File: config.mk
export PLATFORM = sky130hd
export DESIGN_NAME = mem_port_arbiter
export DESIGN_NICKNAME = d
export VERILOG_FILES = /design/src/rtl/mem_port_arbiter.sv
export SDC_FILE = /design/constraint.sdc
export NUM_CORES = 1
export LEC_CHECK = 0
export ABC_CLOCK_PERIOD_IN_PS = 2100
export CORE_MARGIN = 2
export CORE_UTILIZATION = 37
export CTS_CLUSTER_SIZE = 12
export DETAILED_ROUTE_END_ITERATION = 16
export PLACE_DENSITY = 0.76
export SLEW_MARGIN = 5
export SYNTH_ARGS = -nofsm -noshare
export SYNTH_HDL_FRONTEND = slang
export SYNTH_SLANG_ARGS = --single-unit
export TNS_END_PERCENT = 50
File: constraint.sdc
create_clock -name clk -period 2.1 [get_ports clk]
set_input_delay 0.42 -clock clk [delete_from_list [all_inputs] [get_ports clk]]
set_output_delay 0.42 -clock clk [all_outputs]
set_load 0.02 [all_outputs]
File: src/rtl/mem_port_arbiter.sv
// mem_port_arbiter
//   Round-robin arbiter sharing one single-port data memory between NUM_REQ
//   requesters. One read or write transaction is in flight at a time.
//
// Ports
//   clk, rst     clock, synchronous active-high reset
//   req          per-requester request, held high until gnt
//   req_we       per-requester write flag (1 = write, 0 = read)
//   req_addr     packed addresses, requester i at [i*ADDR_W +: ADDR_W]
//   req_wdata    packed write data, same packing
//   gnt          one-hot grant pulse, asserted in the issue cycle
//   rsp_valid    one-hot read-response pulse
//   rsp_rdata    read data, held until the next read response
//   mem_we       memory write enable (issue cycle only)
//   mem_addr     memory address
//   mem_wdata    memory write data
//   mem_rdata    memory read data, valid READ_LAT cycles after issue
//   busy         high whenever a transaction is in progress
module mem_port_arbiter #(
  parameter int unsigned NUM_REQ  = 3,
  parameter int unsigned ADDR_W   = 4,
  parameter int unsigned DATA_W   = 4,
  parameter int unsigned READ_LAT = 1
) (
  input  logic                        clk,
  input  logic                        rst,
  input  logic [NUM_REQ-1:0]          req,
  input  logic [NUM_REQ-1:0]          req_we,
  input  logic [NUM_REQ*ADDR_W-1:0]   req_addr,
  input  logic [NUM_REQ*DATA_W-1:0]   req_wdata,
  output logic [NUM_REQ-1:0]          gnt,
  output logic [NUM_REQ-1:0]          rsp_valid,
  output logic [DATA_W-1:0]           rsp_rdata,
  output logic                        mem_we,
  output logic [ADDR_W-1:0]           mem_addr,
  output logic [DATA_W-1:0]           mem_wdata,
  input  logic [DATA_W-1:0]           mem_rdata,
  output logic                        busy
);

  localparam int unsigned IDX_W = (NUM_REQ > 1) ? $clog2(NUM_REQ) : 1;

  typedef enum logic [1:0] {
    IDLE  = 2'd0,
    ISSUE = 2'd1,
    WAIT  = 2'd2,
    RESP  = 2'd3
  } state_t;

  state_t           state, state_n;
  logic [IDX_W-1:0] rr_ptr;
  logic [IDX_W-1:0] win;
  logic             cap_we;
  logic [1:0]       cnt;

  logic             any_req;
  logic [IDX_W-1:0] win_c;
  logic             cnt_last;

  // Rotating priority search: first set request starting at rr_ptr.
  always_comb begin
    int unsigned pos;
    any_req = 1'b0;
    win_c   = '0;
    for (int unsigned k = 0; k < NUM_REQ; k++) begin
      pos = 32'(rr_ptr) + k;
      if (pos >= NUM_REQ) pos = pos - NUM_REQ;
      if (!any_req && req[IDX_W'(pos)]) begin
        any_req = 1'b1;
        win_c   = IDX_W'(pos);
      end
    end
  end

  assign cnt_last = (cnt == 2'(READ_LAT - 1));

  always_ff @(posedge clk) begin
    if (rst) state <= IDLE;
    else     state <= state_n;
  end

  always_comb begin
    state_n   = state;
    gnt       = '0;
    rsp_valid = '0;
    mem_we    = 1'b0;
    busy      = (state != IDLE);
    case (state)
      IDLE:  if (any_req) state_n = ISSUE;
      ISSUE: begin
        gnt[win] = 1'b1;
        mem_we   = cap_we;
        state_n  = cap_we ? IDLE : WAIT;
      end
      WAIT:  if (cnt_last) state_n = RESP;
      RESP: begin
        rsp_valid[win] = 1'b1;
        state_n        = IDLE;
      end
      default: state_n = IDLE;
    endcase
  end

  // Captured address/data drive the memory pins directly, so they hold their
  // last value everywhere except across the capture edge.
  always_ff @(posedge clk) begin
    if (rst) begin
      rr_ptr    <= '0;
      win       <= '0;
      cap_we    <= 1'b0;
      cnt       <= '0;
      rsp_rdata <= '0;
      mem_addr  <= '0;
      mem_wdata <= '0;
    end else begin
      case (state)
        IDLE: begin
          cnt <= '0;
          if (any_req) begin
            win       <= win_c;
            cap_we    <= req_we[win_c];
            mem_addr  <= req_addr[win_c*ADDR_W +: ADDR_W];
            mem_wdata <= req_wdata[win_c*DATA_W +: DATA_W];
          end
        end
        ISSUE: begin
          if (win == IDX_W'(NUM_REQ - 1)) rr_ptr <= '0;
          else                            rr_ptr <= win + 1'b1;
        end
        WAIT: begin
          cnt <= cnt + 1'b1;
          if (cnt_last) rsp_rdata <= mem_rdata;
        end
        default: ;
      endcase
    end
  end

endmodule

==> metrics list, run 1 <==
* Minimum setup slack among reg-to-reg paths: 0.07 ns
- The number of buffers and inverters on the critical path is 2.
* Cell Count, Final, Fillers Out: 257
* Global Route Usage Sum: 18.5%
- Final-report hold violation count: 0
- Global-route wire length before repair: 5.34 mm
- Launch point of the worst reg-to-reg path: rr_ptr[1]$_SDFFE_PP0P_
- Horizontal die dimension: 61.7 µm
* Final critical path time including I/O delays and setup: 2.03 ns
* Final period util: 96.5%
- The clock arrives with 0.0145 ns of skew.
- Count of placed standard cells including taps: 249
- The routed layout has 1305 vias.
* Net count after synthesis: 184
- Setup violations remaining at the end of the flow were counted as 0.
* Result of the run: completed
- Area Overhead vs Synth: 65.7%
- For this run, the slowest stage of the critical path takes 0.42 ns.
* Number of global-route vias before repair: 1244
- TritonCTS clock tree: yes
- In the post-route analysis, the smallest setup slack over all paths is 0.0737 ns.
- The number of pins with negative max-slew slack in the final report was 0.
- First-pass DRT Iterations: 4
- Clock slew seen by the registers of the worst setup and hold paths: 0.13 ns
- P_leak: 0.873 nW
- Worst setup path start: rr_ptr[1]$_SDFFE_PP0P_
- Counting instances, the worst hold path has a depth of 2.
- Final wirelength: 3.48 mm
- STA classifies the critical path startpoint as a flop.
- The die covers 3810 µm².
- The HPWL after detailed placement is 2.57 mm.
- Worst min-delay path class: reg2reg
* Final antenna-violating net count: 0
* Worst rel slew slack: 64.4%
- Clock buffer count from CTS: 3
* Post-route design area: 2040 µm²
* Mean routed wirelength per cell: 13.5 µm
- Predominant post-synthesis flop cell: sky130_fd_sc_hd__dfxtp_1
* Number of instances in the synthesized netlist: 143
- Pin count of the biggest net entering global routing: 13
- Setup Crit Path Kind: reg2reg
- The initial antenna violation count came to 0.
* PortBufs: 55
- Hold path startpoint: rsp_rdata[1]$_SDFFE_PP0P_
* Root buffer cell: sky130_fd_sc_hd__clkbuf_4
- Maximum fanout count along the critical path: 9
- Overall die height: 61.7 µm
- Summed over all instances, the cell type with the most area after synthesis is sky130_fd_sc_hd__dfxtp_1.
* Register bit count reported by yosys: 21
- Traced cell by cell, the critical path runs through inv_2 > ha_4 > nand2b_1 > a32oi_2 > o31ai_4 > buf_4 > nor2_4 > nand2b_4 > o31ai_2.
* Number of warning messages in the yosys log: 0
- In this run the critical register-to-register path is captured at mem_addr[0]$_SDFFE_PP0P_.
* Number of cell rows: 20
- Leading cell type by number of instances after synthesis: sky130_fd_sc_hd__dfxtp_1
* Total number of nets in the final design: 255
* Total core area: 3100 µm²
- Diodes inserted: 0
- Endpoint required time on the critical path: 2.35 ns
* WHS: 0.468 ns
* Worst-case hold path end point: rsp_rdata[1]$_SDFFE_PP0P_
* Measured slew at the worst slew-check pin: 0.532 ns
- Data on the critical path arrives at its endpoint at 2.28 ns.
- Top cells by area in the synthesized netlist: sky130_fd_sc_hd__dfxtp_1 (34%), sky130_fd_sc_hd__mux2i_1 (11%), sky130_fd_sc_hd__a32oi_1 (6.4%), sky130_fd_sc_hd__ha_1 (5.1%), sky130_fd_sc_hd__a21oi_1 (4.9%)
- Worst-skew pair later-pin latency: 0.32 ns
- Placer congestion estimate: 0.878
* Number of DRC markers in iteration 0: 36
* Portion of the post-synthesis area used by sequential elements: 34.1%
- Total clock sinks: 21
- For this design, the CTS-stage hold fixing added 0 buffers.
* Highest Clock Rate: 494 MHz
- The clock passes through at most 2 buffers.
* CP max stage cell: sky130_fd_sc_hd__dfxtp_2
* Synth cell count leaders: sky130_fd_sc_hd__dfxtp_1 (21), sky130_fd_sc_hd__nor2_1 (15), sky130_fd_sc_hd__mux2i_1 (13)
- Worst slack after detailed placement: -0.247 ns
- Worst IR Drop VDD: 0.549 mV
- H-tree Lvls: 1
- Dividing the synthesized area by the synthesized cell count gives 8.63 µm².
- Worst reg2reg path depth: 9
- Number of enable flip-flop cells after synthesis: 0
- Netlist cell types: 34
- The kind of cell with the highest combined delay along the critical path is compound AO/OA/AOI/OAI gates.
* Total DRC errors in the routed layout: 0
* Post-Syn Area: 1230 µm²
- For this design the ratio of total power to cell area is 1190 nW/µm².
* Fraction of registers with async set/reset: 0%
- Cells with a size suffix above 1 make up 18.8% of the layout.
- Once the floorplan was initialized, standard cells occupied 39.8% of the core.
- The placed instances occupy a cell area of 1900 µm².
- Number of max-cap violations: 0
* IO Pins: 56
* Capturing element type of the critical path: flop
- Summed over all layers, the global routing overflow is 0.
- Share of the synthesized area in the top cell type: 34.1%
- Post-detailed-route via-to-cell ratio: 5.08
-- cell usage in the layout, fill, tap and decap left out, drive strengths merged, types with 2 or more instances in the layout --
cell and instances:
nand2 10, clkbuf 3, dlygate4sd2 4, mux2i 13
clkdlybuf4s50 48, nor3b 3, nor2 18, nand3 5
ha 5, o31ai 2, a21oi 12, a32oi 10
dfxtp 21, dlymetal6s2s 3, buf 16, inv 7
nand2b 6, nor2b 5, o21ai 10
-- how the worst max path moves through the flow --
| stage | slack [ns] | cells after the start | end |
|---|---|---|---|
| finish | 0.07 | 9 | mem_addr[0]$_SDFFE_PP0P_ |
| global route | -0.008 | 9 | mem_addr[0]$_SDFFE_PP0P_ |
| CTS | -0.03 | 4 | busy |
| detailed placement | -0.25 | 8 | mem_wdata[2]$_SDFFE_PP0P_ |
| global placement | -0.19 | 7 | mem_addr[0]$_SDFFE_PP0P_ |
| floorplan | 0.1 | 10 | mem_addr[0]$_SDFFE_PP0P_ |
-- through the flow --
step	utilization, %	setup TNS [ns]	power [mW]
final	65.9	0	2.43
after global routing	65.9	-0.0134	2.59
after CTS	62.4	-0.0972	2.24
after detailed placement	61.4	-2.28	2.04
after global placement	61.4	-1.46	2.00
after floorplan	-	0	1.50
-- power by group --
| part | switching (mW) | internal (mW) | leakage, nW |
|---|---|---|---|
| Sequential | 0.0965 | 0.522 | 0.173 |
| Clock | 0.137 | 0.0713 | 0.0177 |
| Combinational | 0.811 | 0.796 | 0.682 |
-- metal layers --
layer	up-vias	wire length, µm	GRT usage, %
met2	44	1710	33.1
met5	-	0	0
li1	656	-	-
met4	0	21	5.47
met3	2	237	4.55
met1	603	1510	21.9
-- final cells by class --
cell class	count	area, µm²
multi-input cells	110	833
fillers	266	1060
flip-flops and latches	21	425
inverters	7	26.3
clock inverters	1	5.00
well taps	44	55.1
repair buffers	71	677
clock buffers	3	22.5
-- tightest hold or removal path: cells and delay by family (launching register included) --
family	cells	cell delay (ns)
AOI/OAI and AO/OA	1	0.05
and+or+nand+nor	1	0.05
DFF	1	0.33
-- logic make-up after synthesis --
logic type | count (synthesis) | share of synthesized area [%]
AOI/OAI and AO/OA | 40 | 23.5
muxes | 13 | 10.5
DFF | 21 | 34.1
adders and majority gates | 5 | 5.07
buffers and inverters | 13 | 4.77
and+or+nand+nor | 51 | 22.0
-- registers in the layout, summed over array words and instances, names as in the netlist, named ones only --
signal,cells
mem_addr,4
mem_wdata,4
rsp_rdata,4
cnt,2
rr_ptr,2
win,2
cap_we,1
state,1
-- repair_timing --
| action | in CTS | in global routing |
|---|---|---|
| setup endpoints to repair | 15 | 13 |
| gates resized for setup | 7 | 20 |
| pin swaps | 0 | 4 |
| cloned | 0 | 2 |
| buffers inserted | 0 | 2 |
(Power assumes the default switching activity.)
==> run 2: changes to the inputs <==
- CORE_MARGIN: 2 -> 4
- GPL_ROUTABILITY_DRIVEN: not set -> 0
==> run 2 against run 1 <==
Effect of this change:
- clock power decreased by 2%
- wire length up 4.4%
- maximum frequency decreased by 0.57%
==> metrics list, run 2 (synthesized netlist as in run 1, its figures left out) <==
- The clock tree buffer depth is 2 (unchanged).
- The global-route wire length before repair was 5.78 mm (was 5.34 mm).
* Fraction of final layout cells with drive strength greater than 1: 20.2% (was 18.8%)
- The initial core utilization came to 39.4% (was 39.8%).
* Internal power: 1.38 mW (was 1.39 mW)
- The maximum number of pins on one net before global-route repair was 13 (unchanged).
- The layout overhead on the synthesized area was 66.9% (was 65.7%).
- IO Pins: 56 (unchanged)
- The count of input and output buffers was 55 (unchanged).
- GRT Residual Overflow: 0 (unchanged)
- The insertion delay to the later sink of the worst-skew pair came to 0.31 ns (was 0.32 ns).
- Number of stages on the worst hold path: 2 (unchanged)
* Worst rel slew slack: 66.9% (was 64.4%)
- The H-tree depth reported by CTS was 1 (unchanged).
- The fraction of the cycle the final worst path needs is 97.0% (was 96.5%).
- The number of max-capacitance violations reported was 0 (unchanged).
- The clock tree from TritonCTS was yes (unchanged).
- The register clock-pin slew on the reported worst setup and hold paths is 0.12 ns (was 0.13 ns).
- P_sw: 1.04 mW (about the same)
- Detailed placement HPWL: 2.80 mm (was 2.57 mm)
- Capturing element type of the critical path: output pin (was flop)
* Switching part of the total power: 43.0% (was 42.9%)
* Total clock sinks: 21 (unchanged)
- The area of the multi-input gates was 842 µm² (was 833 µm²).
* Minimum setup slack among reg-to-reg paths: 0.08 ns (was 0.07 ns)
- The worst voltage drop across the vdd grid came to 0.530 mV (was 0.549 mV).
- Horizontal die dimension: 65.7 µm (was 61.7 µm)
- Sequential share of power: 25.8% (was 25.4%)
* Final Total Pwr: 2.41 mW (was 2.43 mW)
- Overall die height: 65.7 µm (was 61.7 µm)
- Combinational group share of total power: 65.8% (was 66.0%)
- The initial antenna violation count is 0 (unchanged).
* Result of the run: completed (unchanged)
* Final antenna-violating net count: 0 (unchanged)
- The routed via count is 1348 (was 1305).
- Top library cells by usage in the layout, fill and taps aside: sky130_fd_sc_hd__clkdlybuf4s50_1 (49), sky130_fd_sc_hd__dfxtp_1 (19), sky130_fd_sc_hd__buf_4 (15) (was sky130_fd_sc_hd__clkdlybuf4s50_1 (48), sky130_fd_sc_hd__dfxtp_1 (19), sky130_fd_sc_hd__buf_4 (15))
- Worst reg2reg path depth: 9 (unchanged)
- Diodes inserted: 0 (unchanged)
* Worst-case hold path end point: rsp_rdata[2]$_SDFFE_PP0P_ (was rsp_rdata[1]$_SDFFE_PP0P_)
- Arrival time worst endpoint: 1.62 ns (was 2.28 ns)
* Critical path launch point type: flop (unchanged)
- Largest registers: mem_addr: 4 flops, mem_wdata: 4 flops, rsp_rdata: 4 flops (unchanged)
* Hold path startpoint: rsp_rdata[2]$_SDFFE_PP0P_ (was rsp_rdata[1]$_SDFFE_PP0P_)
- First-pass DRT Iterations: 4 (unchanged)
* Number of hold buffers added after CTS: 0 (unchanged)
- Endpoint of the worst-slack reg-to-reg timing path: mem_addr[0]$_SDFFE_PP0P_ (unchanged)
- The violation count after the first detailed-route iteration was 54 (was 36).
* Launch point of the worst reg-to-reg path: rr_ptr[0]$_SDFFE_PP0P_ (was rr_ptr[1]$_SDFFE_PP0P_)
- The post-route clock skew was 0.00494 ns (was 0.0145 ns).
- The achievable frequency was 491 MHz (was 494 MHz).
- The placeable core region came to 3130 µm² (was 3100 µm²).
* Worst min-delay path class: reg2reg (unchanged)
* Area taken by flip-flops and latches: 423 µm² (was 425 µm²)
- The total detailed-routing wirelength was 3.63 mm (was 3.48 mm).
- Number of setup violations in the final report: 0 (unchanged)
* Cell Count, Final, Fillers Out: 257 (unchanged)
- The detailed-route wire length per cell was 14.1 µm (was 13.5 µm).
* Number of cell rows: 20 (unchanged)
- Setup Crit Path Kind: reg2out (was reg2reg)
- Final critical path time including I/O delays and setup: 2.04 ns (was 2.03 ns)
- The power density of the placed cells was 1170 nW/µm² (was 1190 nW/µm²).
* Final-report hold violation count: 0 (unchanged)
- The biggest fanout along the worst timing path came to 8 (was 9).
- Root buffer cell: sky130_fd_sc_hd__clkbuf_4 (unchanged)
* RSZ-0062 raised after global routing: yes
- The total DRC errors in the routed layout was 0 (unchanged).
- Number of global-route vias before repair: 1418 (was 1244)
* P_leak: 0.869 nW (was 0.873 nW)
- The number of pins with negative max-slew slack in the final report came to 0 (unchanged).
* Fill cell total of the finished layout: 256 (was 266)
- The critical path required time is 1.68 ns (was 2.35 ns).
- The net count of the finished layout came to 255 (unchanged).
- Die Outline Area: 4320 µm² (was 3810 µm²)
- The detailed-route vias per instance is 5.25 (was 5.08).
- The TritonCTS buffer count came to 3 (unchanged).
* Count of placed standard cells including taps: 251 (was 249)
- Most common cell after layout, fill and taps aside: sky130_fd_sc_hd__clkdlybuf4s50_1 (unchanged)
- Global Route Usage Sum: 17.0% (was 18.5%)
- Measured slew at the worst slew-check pin: 0.495 ns (was 0.532 ns)
* Clock power frac: 8.4% (was 8.6%)
## run 2: worst max-delay path by stage
stage                            from                   endpoint  depth (start not counted)  slack, ns
4_1_cts         state[0]$_SDFFE_PP0P_               rsp_valid[1]                          3       0.02
5_1_grt        rr_ptr[1]$_SDFFE_PP0P_  mem_wdata[0]$_SDFFE_PP0P_                          9      -0.02
2_1_floorplan  rr_ptr[0]$_SDFFE_PP0P_   mem_addr[0]$_SDFFE_PP0P_                         10        0.1
3_3_place_gp                   req[1]  mem_wdata[1]$_SDFFE_PP0P_                          8      -0.16
3_5_place_dp                   req[1]  mem_wdata[0]$_SDFFE_PP0P_                          7      -0.22
6_report                         flop               rsp_valid[2]                          2       0.06
## run 2: repair_timing
item | 4_1_cts | 5_1_grt
pin swaps | 0 | 4
setup buffers | 0 | 1
endpoints found under the hold margin | 0 | 0
gates resized for setup | 14 | 16
endpoints found under the setup margin | 15 | 12
cloned | 1 | 0
## run 2: layer usage
layer,track usage [%],part of all wire (%)
met3,4.79,7.2
met2,29.0,46
met1,19.9,44
met4,6.74,2.6
met5,0,0
## run 2: cell type report
class	count	share of cell area (%)
Tap cell	44	2.67
Inverter	7	1.28
Clock inverter	1	0.243
Clock buffer	3	1.09
Multi-Input combinational cell	109	40.9
Timing Repair Buffer	72	33.3
Sequential cell	21	20.5
## run 2: worst max-delay path, stage by stage (launching register included)
cell                              delay [ns]
sky130_fd_sc_hd__dfxtp_1                0.48
sky130_fd_sc_hd__and4b_1                0.23
sky130_fd_sc_hd__clkdlybuf4s50_1        0.60
## run 2: through the flow
step	setup slack [ns]	util [%]	instance area (µm²)	hold WS (ns)	TNS, ns
floorplan	0.0996	-	1230	0.465	0
global route	-0.0225	65.8	2060	0.501	-0.0709
detailed placement	-0.224	61.4	1920	0.453	-2.03
finish	0.0621	65.8	2060	0.468	0
CTS	0.0195	63.6	1990	0.471	0
global placement	-0.156	61.4	1920	0.446	-1.36
## run 2: power by group through the flow
stage	clock [mW]	sequential (mW)	combinational [mW]
3_5_place_dp	0	0.612	1.42
2_1_floorplan	0	0.672	0.830
4_1_cts	0.205	0.614	1.48
3_3_place_gp	0	0.609	1.39
6_report	0.204	0.623	1.59
5_1_grt	0.222	0.634	1.72
==> patch 1: new RTL, flow settings as in run 1 <==
Reset style: asynchronous (`rst`), changed in 2 clocked blocks. Comments in the files are not updated.
--- a/src/rtl/mem_port_arbiter.sv
+++ b/src/rtl/mem_port_arbiter.sv
@@ -74,7 +74,7 @@
 
   assign cnt_last = (cnt == 2'(READ_LAT - 1));
 
-  always_ff @(posedge clk) begin
+  always_ff @(posedge clk or posedge rst) begin
     if (rst) state <= IDLE;
     else     state <= state_n;
   end
@@ -103,7 +103,7 @@
 
   // Captured address/data drive the memory pins directly, so they hold their
   // last value everywhere except across the capture edge.
-  always_ff @(posedge clk) begin
+  always_ff @(posedge clk or posedge rst) begin
     if (rst) begin
       rr_ptr    <= '0;
       win       <= '0;
Function: differs if rst is asserted again (counterexample within 4 cycles, from zero or initial values and one cycle with rst high); with rst held inactive, the same outputs for 10 cycles.
==> patch 1 against run 1 <==
Clock power is 33% higher. Synthesized area is 14% higher. Clock skew down 6.0 ps. Non-clock buffer count rose by 15. Design area is 17% higher. The run now ends with negative setup slack left. Power increased by 43%. Worst setup slack worse by 130 ps. Wire length rose by 26%. Maximum frequency fell by 6.1%. Count of clock-buffer cells in the layout is the same. Sequential cell count unchanged.
==> patch 1: results <==
group,metric,value,unit
power,swShare,42.7,%
placement,place_hpwl,3280,um
power,p_leak,1.12,nW
min_path,min-delay-path-class,"in -> async",
logic_synthesis,synth_commonest_cells,"dfrtp_1, nand2_1, mux2i_1",
placement,place_area,2200,um^2
detailed_routing,drtIter0Drc,34,
worst_setup_path,cpMaxStageDelayCell,"or3_4",
cells_and_area,regArea,527,um^2
worst_setup_path,rr_endpoint,"mem_addr[3]$_DFFE_PP0P_",
outcome,outcome,"finished, violations left",
cells_and_area,nNetsFinal,263,
worst_setup_path,critPathArrivalTime,2350,ps
detailed_routing,vias,1376,
clock_network,cts-root-buf,"clkbuf_8",
detailed_routing,vias_per_cell,5.12,
placement,dpl_worst_slack,-387,ps
logic_synthesis,yosys-top-cells-area,"dfrtp_1, mux2i_1, o211ai_2",
sta,tns,-425,ps
outcome,violations,"negative setup slack",
worst_setup_path,critPathMaxFanout,8,
cells_and_area,fillers,307,
logic_synthesis,syn_avg_cell_area,10.4,um^2
sta,fin_ws,-59.0,ps
logic_synthesis,yosys_most_used_dff,"dfrtp_1",
sta,setup-violations-final,10,
logic_synthesis,synth.distinct_cells,32,
sta,whs,492,ps
sta,slew-limit-headroom,80.6,%
logic_synthesis,ys_async_sr_fraction,100,%
grt,track_usage,22.3,%
detailed_routing,firstDrtPassIters,2,
grt,grt_pass1_wl,7300,um
logic_synthesis,yosysSeqAreaShare,37.5,%
cells_and_area,drive_above_1_share,29.0,%
patch 1: cell count changes after synthesis, moves of 4 or more:
cell	change
nor2b_1	-5
mux2_1	+4
nand3_1	-5
a21oi_1	-11
nor2_1	-7
o211ai_1	+9
o21ai_1	-9
o211ai_2	+9
a32oi_1	-9
o21ai_0	+4
nand2_1	+7
dfrtp_1	+21
dfxtp_1	-21
patch 1: cell families (layout without fill, tap and decap cells):
group	after synthesis	after routing	synth area share, %
adder cells (fa/ha/maj)	5	5	4.46
buffers and inverters	13	99	4.64
multiplexers	21	21	16.9
AO/OA/AOI/OAI	36	36	23.3
AND/OR/NAND/NOR	39	39	13.2
flip-flops	21	21	37.5
patch 1: routing by layer:
layer | GRT usage, % | routed length [um] | share of wire, %
met3 | 2.40 | 118 | 2.7
met2 | 43.1 | 2420 | 55
met4 | 7.81 | 53 | 1.2
met5 | 0 | 0 | 0
met1 | 25.0 | 1800 | 41
patch 1: power by group through the flow:
stage                     clock (W)  sequential, W  combinational (W)
after global routing       0.000302       0.000761            0.00266
after CTS                  0.000275       0.000736            0.00245
after global placement            0       0.000727            0.00217
final                      0.000277       0.000736            0.00247
after detailed placement          0       0.000732            0.00226
after floorplan                   0       0.000861            0.00118
patch 1: repair_timing:
action	CTS	global route
hold buffers	0	0
setup buffers	3	0
resized for setup	22	7
pin swaps	6	5
setup endpoints to repair	13	13
hold endpoints to repair	0	0
cloned	1	0
patch 1: worst max-delay path, delay by kind of cell (launching register included):
kind	cells	cell delay [ps]
simple gates	2	580
buf+inv	3	470
flops	1	410
fa+ha+maj	1	260
compound gates	2	220
mux	1	130
patch 1: final cells by class:
cell class	count	share of cell area, %
multi-input cells	101	38.1
clock inverters	1	0.210
repair buffers	86	34.0
well taps	48	2.52
clock buffers	3	1.73
inverters	9	1.42
flip-flops and latches	21	22.1
==> patch 2: new RTL, config.mk and constraints of run 1 <==
Made on the original files. Change the parameter `ADDR_W` from 4 to 3.
--- a/src/rtl/mem_port_arbiter.sv
+++ b/src/rtl/mem_port_arbiter.sv
@@ -18,7 +18,7 @@
 //   busy         high whenever a transaction is in progress
 module mem_port_arbiter #(
   parameter int unsigned NUM_REQ  = 3,
-  parameter int unsigned ADDR_W   = 4,
+  parameter int unsigned ADDR_W   = 3,
   parameter int unsigned DATA_W   = 4,
   parameter int unsigned READ_LAT = 1
 ) (
Interface: changed (resized mem_addr and req_addr); port bits go from 56 to 52. The function was not compared with the original's and may differ.
==> patch 2 against run 1 <==
The run now ends with negative setup slack left. Worst setup slack worse by 100 ps. Sequential cell count fell by 1. Clock skew down 11 ps. Synthesized area increased by 2.6%. First-iteration DRC count rose by 25%. Design area grew 7.2%. Sequential share of layout area is 2.1 points lower. Via count rose by 1.8%. Global-route usage fell by 0.83 points. Wire length rose by 2.4%. Power rose by 14%. Largest power group unchanged.
==> patch 2: results <==
group,metric,value,unit
min_path,min_to,"rsp_rdata[0]$_SDFFE_PP0P_",
placement,place_area,1950,um^2
detailed_routing,vias_per_cell,4.92,
placement,gp_congestion,0.802,
power,combinationalPowerShare,65.1,%
logic_synthesis,synth.distinct_cells,33,
grt,grt_pass1_vias,1332,
logic_synthesis,yosysSeqAreaShare,31.6,%
clock_network,cts_resized,21,
outcome,outcome,"finished, violations left",
cells_and_area,largest_registers,"mem_wdata x4, rsp_rdata x4, mem_addr x3",
cells_and_area,bufAreaShareNonClock,34.6,%
placement,io_buffers,51,
grt,grt_pass1_wl,5750,um
grt,grt_max_degree,18,
cells_and_area,drive_above_1_share,26.8,%
worst_setup_path,critPathArrivalTime,2340,ps
worst_setup_path,critPathMaxFanout,4,
cells_and_area,clock_tree_area_fraction,2.40,%
sta,whs,463,ps
logic_synthesis,synth_mux_area_share,15.7,%
logic_synthesis,synth_fa_ha_area_share,4.94,%
sta,tns,-100,ps
outcome,violations,"negative setup slack",
power,sequentialPower,0.000653,W
worst_setup_path,rr_endpoint,"mem_addr[2]$_SDFFE_PP0P_",
placement,place_hpwl,2530,um
grt,use_met1,20.9,%
detailed_routing,wirelength,3560,um
cells_and_area,seq_cells,20,
clock_network,insertion_delay,300,ps
clock_network,cts_setup_buffers,4,
sta,fin_ws,-28.9,ps
logic_synthesis,synth_compound_area_share,20.2,%
worst_setup_path,slowest_delay,390,ps
sta,worst_slew_pin_slew,520,ps
cells_and_area,seqAreaFraction,18.7,%
power,power.internal,0.00168,W
worst_setup_path,r2r_cells,10,
sta,setup-violations-final,6,
logic_synthesis,synth_area,1270,um^2
cells_and_area,regArea,409,um^2
detailed_routing,drtIter0Drc,45,
cells_and_area,nNetsFinal,263,
cells_and_area,n_all_buffers,82,
placement,dpl_worst_slack,-376,ps
grt,track_usage,17.7,%
sta,skew,3.47,ps
min_path,hold_start,"rsp_rdata[0]$_SDFFE_PP0P_",
-- patch 2: worst max path at each step --
stage | startpoint | to | slack, ps
3_3_place_gp | req[1] | cap_we$_SDFFE_PP0P_ | -300
5_1_grt | rr_ptr[0]$_SDFFE_PP0P_ | mem_addr[1]$_SDFFE_PP0P_ | -110
2_1_floorplan | rr_ptr[0]$_SDFFE_PP0P_ | mem_addr[1]$_SDFFE_PP0P_ | 5
4_1_cts | rr_ptr[0]$_SDFFE_PP0P_ | mem_wdata[3]$_SDFFE_PP0P_ | 0.02
6_report | rr_ptr[1]$_SDFFE_PP0P_ | mem_addr[2]$_SDFFE_PP0P_ | -30
3_5_place_dp | req[1] | mem_wdata[3]$_SDFFE_PP0P_ | -380
-- patch 2: layer usage --
layer | share of wire (%) | vias to the layer above
li1 | - | 672
met1 | 44 | 627
met2 | 53 | 27
met3 | 2.8 | 2
met4 | 0.70 | 0
met5 | 0 | -
